**config.mk**
```make
export PLATFORM = sky130hd
export DESIGN_NAME = drop_event_mon
export DESIGN_NICKNAME = d
export VERILOG_FILES = /design/src/rtl/drop_event_mon.sv
export SDC_FILE = /design/constraint.sdc
export NUM_CORES = 1
export LEC_CHECK = 0
export ABC_AREA = 1
export CORE_MARGIN = 10
export CORE_UTILIZATION = 45
export DETAILED_ROUTE_END_ITERATION = 16
export DONT_BUFFER_PORTS = 1
export GPL_ROUTABILITY_DRIVEN = 0
export SLEW_MARGIN = 10
export SYNTH_ARGS = -nofsm -noshare
export SYNTH_HDL_FRONTEND = slang
export SYNTH_SLANG_ARGS = --single-unit
export TNS_END_PERCENT = 30
```
**constraint.sdc**
```tcl
create_clock -name CLK -period 2.5 [get_ports CLK]
set_input_delay 0.5 -clock CLK [delete_from_list [all_inputs] [get_ports CLK]]
set_output_delay 0.5 -clock CLK [all_outputs]
set_load 0.005 [all_outputs]
```
**src/rtl/drop_event_mon.sv**
```systemverilog
// drop_event_mon: counts frame EOF/drop events per cycle, queues them and serializes one event per handshake.
// Optional: define DROP_EVENT_MON_CNT_SAT_EN to make the statistics counters saturate instead of wrap.
module drop_event_mon #(
  parameter int REGIONS    = 4,
  parameter int FIFO_DEPTH = 16,
  parameter int CNT_WIDTH  = 32
) (
  input  logic                 CLK,
  input  logic                 RESET_N,
  input  logic                 IN_SRC_RDY,
  input  logic [REGIONS-1:0]   IN_EOF,
  input  logic [REGIONS-1:0]   IN_DROP,
  input  logic                 CNT_CLEAR,
  output logic                 OUT_EVENT_VLD,
  output logic                 OUT_EVENT_DROP,
  input  logic                 OUT_EVENT_DST_RDY,
  output logic [CNT_WIDTH-1:0] CNT_FRAMES,
  output logic [CNT_WIDTH-1:0] CNT_DROPPED,
  output logic [CNT_WIDTH-1:0] CNT_LOST,
  output logic                 FIFO_FULL
);
  localparam int AW = $clog2(FIFO_DEPTH);
  typedef enum logic {IDLE, EMIT} state_t;
  state_t state, state_nxt;
  logic [2*REGIONS-1:0] mem [FIFO_DEPTH];
  logic [AW-1:0] wr_ptr, rd_ptr;
  logic [AW:0] cnt, cnt_nxt;
  logic smp, wr, pop, hs, last, empty;
  logic [REGIONS-1:0] e, d, e_q, d_q, e_nxt, d_nxt, low;
  logic [CNT_WIDTH-1:0] inc_f, inc_d, inc_l;

  function automatic logic [CNT_WIDTH-1:0] popcnt(input logic [REGIONS-1:0] v);
    logic [CNT_WIDTH-1:0] r;
    r = '0;
    for (int i = 0; i < REGIONS; i++) r = r + CNT_WIDTH'(v[i]);
    return r;
  endfunction

  // A clear coinciding with an increment loads the increment rather than zero.
  function automatic logic [CNT_WIDTH-1:0] upd(input logic [CNT_WIDTH-1:0] cur, input logic [CNT_WIDTH-1:0] inc,
                                               input logic clr);
`ifdef DROP_EVENT_MON_CNT_SAT_EN
    logic [CNT_WIDTH:0] s;
    s = {1'b0, (clr ? {CNT_WIDTH{1'b0}} : cur)} + {1'b0, inc};
    return s[CNT_WIDTH] ? {CNT_WIDTH{1'b1}} : s[CNT_WIDTH-1:0];
`else
    return (clr ? {CNT_WIDTH{1'b0}} : cur) + inc;
`endif
  endfunction

  assign e       = IN_EOF;
  assign d       = IN_EOF & IN_DROP;
  assign smp     = IN_SRC_RDY && (|IN_EOF);
  assign wr      = smp && !FIFO_FULL;
  assign empty   = cnt == '0;
  assign low     = e_q & ~(e_q - REGIONS'(1));
  assign last    = (e_q & ~low) == '0;
  assign hs      = OUT_EVENT_VLD && OUT_EVENT_DST_RDY;
  assign cnt_nxt = cnt + (AW+1)'(wr) - (AW+1)'(pop);
  assign inc_f   = smp ? popcnt(e) : '0;
  assign inc_d   = smp ? popcnt(d) : '0;
  assign inc_l   = (smp && FIFO_FULL) ? popcnt(e) : '0;
  assign OUT_EVENT_VLD  = state == EMIT;
  assign OUT_EVENT_DROP = |(d_q & low);

  // Serializer: pull the FIFO head when idle or right after the last bit of the current entry.
  always_comb begin
    state_nxt = state;
    e_nxt     = e_q;
    d_nxt     = d_q;
    pop       = 1'b0;
    if (state == IDLE) begin
      if (!empty) begin
        pop            = 1'b1;
        state_nxt      = EMIT;
        {e_nxt, d_nxt} = mem[rd_ptr];
      end
    end else if (hs) begin
      e_nxt = e_q & ~low;
      if (last && !empty) begin
        pop            = 1'b1;
        {e_nxt, d_nxt} = mem[rd_ptr];
      end else if (last) begin
        state_nxt = IDLE;
      end
    end
  end

  // FIFO storage; validity is tracked by the pointers and occupancy count.
  always_ff @(posedge CLK) begin
    if (wr) mem[wr_ptr] <= {e, d};
  end

  // Control state, FIFO bookkeeping and statistics counters.
  always_ff @(posedge CLK or negedge RESET_N) begin
    if (!RESET_N) begin
      state       <= IDLE;
      e_q         <= '0;
      d_q         <= '0;
      wr_ptr      <= '0;
      rd_ptr      <= '0;
      cnt         <= '0;
      FIFO_FULL   <= 1'b0;
      CNT_FRAMES  <= '0;
      CNT_DROPPED <= '0;
      CNT_LOST    <= '0;
    end else begin
      state       <= state_nxt;
      e_q         <= e_nxt;
      d_q         <= d_nxt;
      wr_ptr      <= wr_ptr + AW'(wr);
      rd_ptr      <= rd_ptr + AW'(pop);
      cnt         <= cnt_nxt;
      FIFO_FULL   <= cnt_nxt == (AW+1)'(FIFO_DEPTH);
      CNT_FRAMES  <= upd(CNT_FRAMES, inc_f, CNT_CLEAR);
      CNT_DROPPED <= upd(CNT_DROPPED, inc_d, CNT_CLEAR);
      CNT_LOST    <= upd(CNT_LOST, inc_l, CNT_CLEAR);
    end
  end
endmodule

```
Word-level counts from Yosys, hierarchy flattened
Memories as Yosys holds them, arrays and structs flattened. Cells that the tools add are included.

Register bits after elaboration: 119. Memory bits (writable): 128. Input bits: 13. Output and inout port bits: 99. Word-level logic and storage cells: 72. Memories: 1.

Memory list: mem (words 16, bits a word 8, rd ports 1, clocked after memory_dff 0, wr ports 1, line 25) `logic [2*REGIONS-1:0] mem [FIFO_DEPTH];`.

Add/subtract/negate cells: 14. Equal/unequal tests: 4. Muxes and demuxes: 24. Bitwise operators: 6. Reduce and logical (&&, ||, !) cells: 13.

Operator list (number): $mux W32 (4); $add A32 B4 Y32 (2); $mux W4 (10); $add A32 B32 Y32 (1); $and A4 B4 Y4 (4); $mux W1 (10); $add A3 B1 Y4 (2); $add A4 B1 Y4 (2); $not A4 Y4 (2); $reduce_or A4 Y1 (2); $add A2 B1 Y3 (2); $add A5 B1 Y5 (1); $eq A5 B5 Y1 const B (1); $logic_and A1 B1 Y1 (5); $logic_not A5 Y1 (1); $sub A5 B1 Y5 (1); $add A1 B1 Y2 (2); $logic_not A4 Y1 (1); $ne A2 B1 Y1 const B (2); $sub A4 B1 Y4 const B (1); $reduce_and A3 Y1 (1); $logic_not A1 Y1 (2); $ne A2 B2 Y1 const B (1); $reduce_and A2 Y1 (1).

Depth between registers and ports, before layout
Gate-level depths: netlist of the first run.

Depth after elaboration: 12. Gate-level depth with buffers: 18. Mapped depth without buffers: 18.

Worst setup path before layout of the first run
No wires, ideal clock.

Path type: input port to flip-flop. Start: input port IN_EOF[0]. End: register CNT_LOST[26]. Setup time: 123 ps. Arrival time: 2879 ps. Data required time: 2377 ps. Slack: -502 ps. Stages: 13. Buffers on the path: 0. Cell sequence: fa_1 ha_1 ha_1 inv_1 nor2_1 inv_1 fa_1 o21bai_1 nand2_1 inv_1 nand3_1 o21ai_0 nand2_1.

Longest elaborated chain between the ends: 5. Elaborated cells between the ends (all ways): 8. Classes of those cells: 4 x add/sub; 1 x mux; 3 x reduce/logical.

RTL lines: start, declared (line 11) `input logic [REGIONS-1:0] IN_EOF,`; $add A1 B1 Y2 / $reduce_or A4 Y1 (equally long branches) (line 35, 53); $add A2 B1 Y3 / $logic_and A1 B1 Y1 (equally long branches) (line 35, 53); $add A3 B1 Y4 / $logic_and A1 B1 Y1 (equally long branches) (line 35, 62); $mux W4 (*) (line 62) `assign inc_l = (smp && FIFO_FULL) ? popcnt(e) : '0;`; $add A32 B4 Y32 (*) (line 47) `return (clr ? {CNT_WIDTH{1'b0}} : cur) + inc;`; end signal, assigned (line 117) `CNT_LOST <= upd(CNT_LOST, inc_l, CNT_CLEAR);`; end, declared (line 19) `output logic [CNT_WIDTH-1:0] CNT_LOST,`.

Mark *: on every way between the ends. The rest lies on a longest branch, timed or not. A chain may end at the register's enable or synchronous reset.

Worst setup path in the final report of the first run
Start: register e_q[0]. End: register FIFO_FULL.

Longest elaborated chain between the ends: 12.

RTL lines: start, declared (line 29) `logic [REGIONS-1:0] e, d, e_q, d_q, e_nxt, d_nxt, low;`; start signal, assigned (line 109) `e_q <= e_nxt;`; $sub A4 B1 Y4 (line 56) `assign low = e_q & ~(e_q - REGIONS'(1));`; $not A4 Y4 (line 56); $and A4 B4 Y4 (line 56); $not A4 Y4 (line 57) `assign last = (e_q & ~low) == '0;`; $and A4 B4 Y4 (*) (line 57); $logic_not A4 Y1 (*) (line 57); $logic_and A1 B1 Y1 (*) (line 80) `if (last && !empty) begin`; $mux W1 (*) (line 80); $mux W1 (*) (line 78) `end else if (hs) begin`; $mux W1 (*) (line 72) `if (state == IDLE) begin`; $sub A5 B1 Y5 (*) (line 59) `assign cnt_nxt = cnt + (AW+1)'(wr) - (AW+1)'(pop);`; via cnt_nxt[4] (line 27) `logic [AW:0] cnt, cnt_nxt;`; $eq A5 B5 Y1 (*) (line 114) `FIFO_FULL <= cnt_nxt == (AW+1)'(FIFO_DEPTH);`; end signal, assigned (line 114); end, declared (line 20) `output logic FIFO_FULL`.

Mark *: on every way through the listed nets, which the timed path passes. The rest lies on a longest branch.

==> results of run 1 <==
-- metal layers --
layer	global-route usage [%]	share of wire, %
met4	5.11	2.2
met5	0	0
met2	29.9	47
met3	6.01	9.8
met1	22.3	41
-- power groups by stage --
stage	clock network [uW]	logic, uW	registers, uW
finish	3950	3580	4930
floorplan	0	2220	4930
detailed placement	0	3370	4990
CTS	4030	3390	4920
global route	4180	4020	4980
global placement	0	3320	4990
-- timing repair --
action                     in CTS  in global routing
pin swaps                       4                 16
gates cloned                    0                  0
hold endpoints to repair      119                119
setup endpoints to repair       1                 14
buffers inserted                0                  5
gates resized for setup         2                 23
-- worst paths after layout --
| check | startpoint | end |
|---|---|---|
| max | e_q[0] | FIFO_FULL |
| max reg2reg | e_q[0] | FIFO_FULL |
| max in group asynchronous | RESET_N | CNT_FRAMES[8] |
| min in group CLK | IN_EOF[0] | mem[15][4] |
| min reg2reg | d_q[1] | d_q[1] |
| min | RESET_N | e_q[2] |
-- flip-flops by register name, summed over array words and instances, names as in the netlist, 4 cells and up --
signal,cells
d_q,4
rd_ptr,4
mem,128
CNT_LOST,32
CNT_FRAMES,32
wr_ptr,4
CNT_DROPPED,32
e_q,4
cnt,5
-- cells by family (layout without fill, tap and decap cells) --
| family | Yosys count | after routing |
|---|---|---|
| adders and majority gates | 30 | 30 |
| xor gates and xnor gates | 62 | 62 |
| muxes | 1 | 1 |
| other | 0 | 1 |
| AOI/OAI and AO/OA | 65 | 65 |
| DFF | 247 | 247 |
| buffers and inverters | 215 | 335 |
| and+or+nand+nor | 832 | 832 |
-- cells in the final DEF, fill, tap and decap left out, types with 26 or more instances in the layout --
cell type | synthesis | layout
clkbuf_16 | 0 | 28
dfrtp_1 | 119 | 118
nor2_1 | 199 | 185
nand2_1 | 419 | 406
nor2_2 | 22 | 28
nand3_1 | 120 | 117
edfxtp_1 | 128 | 128
xor2_1 | 44 | 44
o21ai_0 | 27 | 26
buf_4 | 1 | 100
inv_1 | 173 | 155
-- through the flow --
step / hold WS, ns / cells / setup slack (ns)
floorplan: 0.204 / 1452 / -0.328
global placement: 0.216 / 1894 / -0.457
detailed placement: 0.216 / 1894 / -0.495
CTS: -0.377 / 1945 / -0.0446
global route: -0.382 / 1950 / -0.265
finish: -0.352 / 1951 / -0.115
-- cell type report --
| cell class | instances | area share (%) |
|---|---|---|
| multi-input cells | 990 | 35.0 |
| repair buffers | 103 | 5.38 |
| diodes | 1 | 0.0168 |
| clock inverters | 16 | 0.948 |
| well taps | 378 | 3.17 |
| inverters | 181 | 4.74 |
| flip-flops and latches | 247 | 45.8 |
| clock buffers | 35 | 4.94 |
==> run metrics, run 1 <==
status=finished, violations left; failing checks=hold timing, setup timing; CTS Root Cell=clkbuf_16; area growth from synthesis to layout=18.0%; number of port buffers=0; Layout fillers=2545; crit path kind=flip-flop to flip-flop; register area=0.00682 sq mm; R2R depth=17; fin area=0.0149 sq mm; Synth Area per Inst=8.70 sq um; top_reg_cell synth=edfxtp_1; Pint=8400 uW; total grt overflow=0; I/O pin cnt=112; vias in the first global route=9823; static leakage=0.00644 uW; Hold WS=-0.352 ns; top-count cell post-synth=nand2_1; fin crit share=105%; delay-heaviest family, CP=simple AND/OR/NAND/NOR gates; Mapped Nets=1495; htree depth=1; core area=0.0278 sq mm; Worst-Skew Late Latency=0.56 ns; critical path data arrival time=3.08 ns; Max IR drop VDD=0.525 mV; Yosys reg bits=247; Synth async-reset ratio=48.2%; Critical Path Slowest Stage Cell=dfrtp_1; Synth Area in Adders=3.33%; placed standard-cell area=0.0139 sq mm; area occupied by multi-input gates=0.00523 sq mm; post-layout min period=2.61 ns; Post-synth EDFFs=128; Mapped Cells=1452; Startpoint Class=flip-flop; Detailed Route Iter0 Violations=763; Comb pwr share=28.7%; DIE HEIGHT=188 um; final hold vios=119; synth warn=0; crit-path cells=nor2_4 > nand2_1 > nand2_2 > nand3_2 > nand2_2 > nand2_2 > inv_2 > ha_4 > inv_4 > ha_4 > fa_2 > a21oi_2 > nor2_1 > nor2_1 > xor2_1 > nand2_1 > nor2_1; share of layout cells above drive strength 1=16.9%; slew margin rel.=47.9%; sw frac=32.6%; Simple-Gate Fraction of Synth Area=28.6%; Worst path max stage delay=0.41 ns; initial antenna violation count=1; Slew @ Worst Pin=0.782 ns; final worst slack=-0.115 ns; PwrDens=836 mW/mm^2; nets=1594; area share of the largest cell type after synthesis=30.4%; DRC errors left=0; R2R setup slack=-0.11 ns; synth cell count leaders=419 x nand2_1, 199 x nor2_1, 173 x inv_1, 128 x edfxtp_1, 120 x nand3_1; die area=0.0352 sq mm; largest net degree at the start of global routing=120; CP Capture Type=flip-flop; max-slew violation count=0; count of max-cap constraint violations=0; XOR/XNOR Fraction of Synth Area=4.30%; CTS tree=yes; post-layout util=53.7%; share of power burned in registers=39.6%; Levels on crit path=17; first-pass GRT wire length=52.0 mm; sequential fraction of the synthesis area=54.0%; WL final=32.5 mm; cts bufs inserted=28; post-synth top area cell=edfxtp_1; Setup-failing EPs final=2; Hold Path Class=input pin to asynchronous set/reset pin; largest family of logic cells by synthesized area=simple AND/OR/NAND/NOR gates; HPWL Detailed=23.1 mm; clock-pin slew on the worst setup and hold paths=0.06 ns; Max Fclk=382 MHz; Row Count=61; total negative slack=-0.157 ns; gr usage total=18.1%; Sw Pwr=4060 uW; RSZ-0062 raised after global routing=yes; clk sinks=247; multiplexer area fraction after synthesis=0.0792%; Buf+Inv Stages, Crit Path=2; Via Count=9830; ANT nets after route=0; WP data required=2.96 ns; drt via density=5.04; clock buffer depth=3; CP max FO=3; Worst Clk Skew=0.0232 ns; overall power=12500 uW; post-synthesis cell area=0.0126 sq mm; Clock power frac=31.7%; Yosys cell types=38; Die Wd=188 um; compound-cell area share of the yosys netlist=2.85%; Initial Util=45.5%; Area contributors post-synth=edfxtp_1 30%, dfrtp_1 24%, nand2_1 12%; drt pass-1 iters=5; wire per inst=16.7 um
Power figures use the tool's default switching activity.
==> run 2, diff against run 1 <==
--- a/config.mk
+++ b/config.mk
@@ -7,10 +7,11 @@
 export LEC_CHECK = 0
 export ABC_AREA = 1
 export CORE_MARGIN = 10
-export CORE_UTILIZATION = 45
+export CORE_UTILIZATION = 50
 export DETAILED_ROUTE_END_ITERATION = 16
 export DONT_BUFFER_PORTS = 1
 export GPL_ROUTABILITY_DRIVEN = 0
+export PLACE_DENSITY = 0.68
 export SLEW_MARGIN = 10
 export SYNTH_ARGS = -nofsm -noshare
 export SYNTH_HDL_FRONTEND = slang
==> run metrics, run 2 (synthesis gave the netlist of run 1 again) <==
PwrDens=828 mW/mm^2; share of layout cells above drive strength 1=16.9%; CP Capture Type=flip-flop; post-layout util=59.2%; wire per inst=17.2 um; Top reg by flops=mem; Hold Path Class=input pin to asynchronous set/reset pin; Worst Clk Skew=0.0186 ns; status=finished, violations left; DP Cell Count=1846; register area=0.00682 sq mm; area growth from synthesis to layout=17.3%; most frequent cells in the layout=405 x nand2_1, 187 x nor2_1, 155 x inv_1, 128 x edfxtp_1, 118 x dfrtp_1; final worst slack=-0.0367 ns; static leakage=0.00643 uW; final hold vios=119; Final Non-Filler Cells=1901; Comb pwr share=27.7%; number of antenna diodes=0; WL final=32.6 mm; CTS Root Cell=clkbuf_16; count of max-cap constraint violations=0; HPWL Detailed=23.1 mm; Detailed Route Iter0 Violations=833; I/O pin cnt=112; Initial Util=50.5%; Max IR drop VDD=0.653 mV; die area=0.0320 sq mm; max reg flops=128; max-slew violation count=0; cts bufs inserted=27; area occupied by multi-input gates=0.00525 sq mm; Startpoint Class=flip-flop; most common cell after layout, fill and taps aside=nand2_1; WP data required=2.97 ns; initial antenna violation count=1; crit path kind=flip-flop to flip-flop; Slew @ Worst Pin=0.594 ns; R2R setup slack=-0.04 ns; vias in the first global route=10047; Max Fclk=394 MHz; core area=0.0250 sq mm; Setup-failing EPs final=1; critical path data arrival time=3.01 ns; share of power burned in registers=40.9%; worst reg2reg startpoint=e_q[0]; CTS tree=yes; DRC errors left=0; first-pass GRT wire length=52.5 mm; post-layout min period=2.54 ns; total grt overflow=0; Sw Pwr=4060 uW; Hold WS=-0.347 ns; clock-pin slew on the worst setup and hold paths=0.06 ns; largest net degree at the start of global routing=120; sw frac=33.1%; slew margin rel.=60.4%; drt pass-1 iters=5; worst r2r dst=FIFO_FULL; number of port buffers=0; clock buffer depth=3; htree depth=1; CP max FO=4; ANT nets after route=0; Die Wd=179 um; DIE HEIGHT=179 um; Pint=8210 uW; drt via density=5.22; Clock power frac=31.3%; nets=1593; fin crit share=101%; Via Count=9931; R2R depth=18; RSZ-0062 raised after global routing=yes; gr usage total=20.4%; Row Count=58; Layout fillers=2149; failing checks=hold timing, setup timing; Worst-Skew Late Latency=0.54 ns; overall power=12300 uW; clk sinks=247
## run 2: stage by stage
step | worst slack (ns) | cell area, sq um | TNS (ns)
2_1_floorplan | -0.328 | 12900 | -11.61
3_3_place_gp | -0.440 | 13800 | -22.30
3_5_place_dp | -0.510 | 13800 | -24.97
4_1_cts | -0.0359 | 14700 | -0.0359
5_1_grt | -0.219 | 14800 | -0.334
6_report | -0.0367 | 14800 | -0.0367
## run 2: repair_timing
item                       in CTS  in global routing
setup endpoints to repair       1                 15
hold endpoints to repair      119                119
pin swaps                       3                 17
buffers inserted                1                  4
resized for setup               3                 27
## run 2: layout make-up
type | instances | share of cell area [%]
clock buffer | 44 | 5.39
clock inverter | 6 | 0.338
inverter | 181 | 4.79
multi-input combinational | 990 | 35.4
sequential | 247 | 46.0
tap | 330 | 2.79
timing repair buffer | 103 | 5.27
## run 2: how the worst max path moves through the flow
stage          startpoint      endpoint  slack [ns]  cells past startpoint
4_1_cts            e_q[1]     FIFO_FULL       -0.04                     17
6_report           e_q[0]     FIFO_FULL       -0.04                     18
3_5_place_dp    IN_EOF[0]  CNT_LOST[18]       -0.51                     13
2_1_floorplan   IN_EOF[0]  CNT_LOST[18]       -0.33                     13
5_1_grt            e_q[0]     FIFO_FULL       -0.22                     18
3_3_place_gp    IN_EOF[0]  CNT_LOST[18]       -0.44                     13
## run 2: power by group through the flow
stage	logic [uW]	clock network (uW)	registers (uW)
floorplan	2220	0	4930
global placement	3120	0	5080
finish	3400	3840	5020
detailed placement	3210	0	5090
global route	3840	4090	5070
CTS	3260	3900	5010
## run 2: critical path, cell delays in order, from the launching register on
cell	delay, ns
dfrtp_1	0.41
buf_6	0.15
nand2_4	0.07
inv_4	0.03
nor2_4	0.11
nand3_2	0.10
nand2_2	0.09
nand2_2	0.06
inv_2	0.08
ha_4	0.13
inv_2	0.04
ha_4	0.15
fa_2	0.39
a21oi_2	0.14
nor2_1	0.05
nor2_1	0.13
xor2_1	0.19
nand2_1	0.07
nor2_1	0.09
## run 2: metal layers
layer | up-vias | routed length (um) | global-route usage, %
met5 | - | 13 | 0
met4 | 2 | 833 | 6.20
met3 | 61 | 2950 | 5.92
met2 | 317 | 15500 | 33.7
met1 | 4722 | 13300 | 25.5
li1 | 4829 | - | -
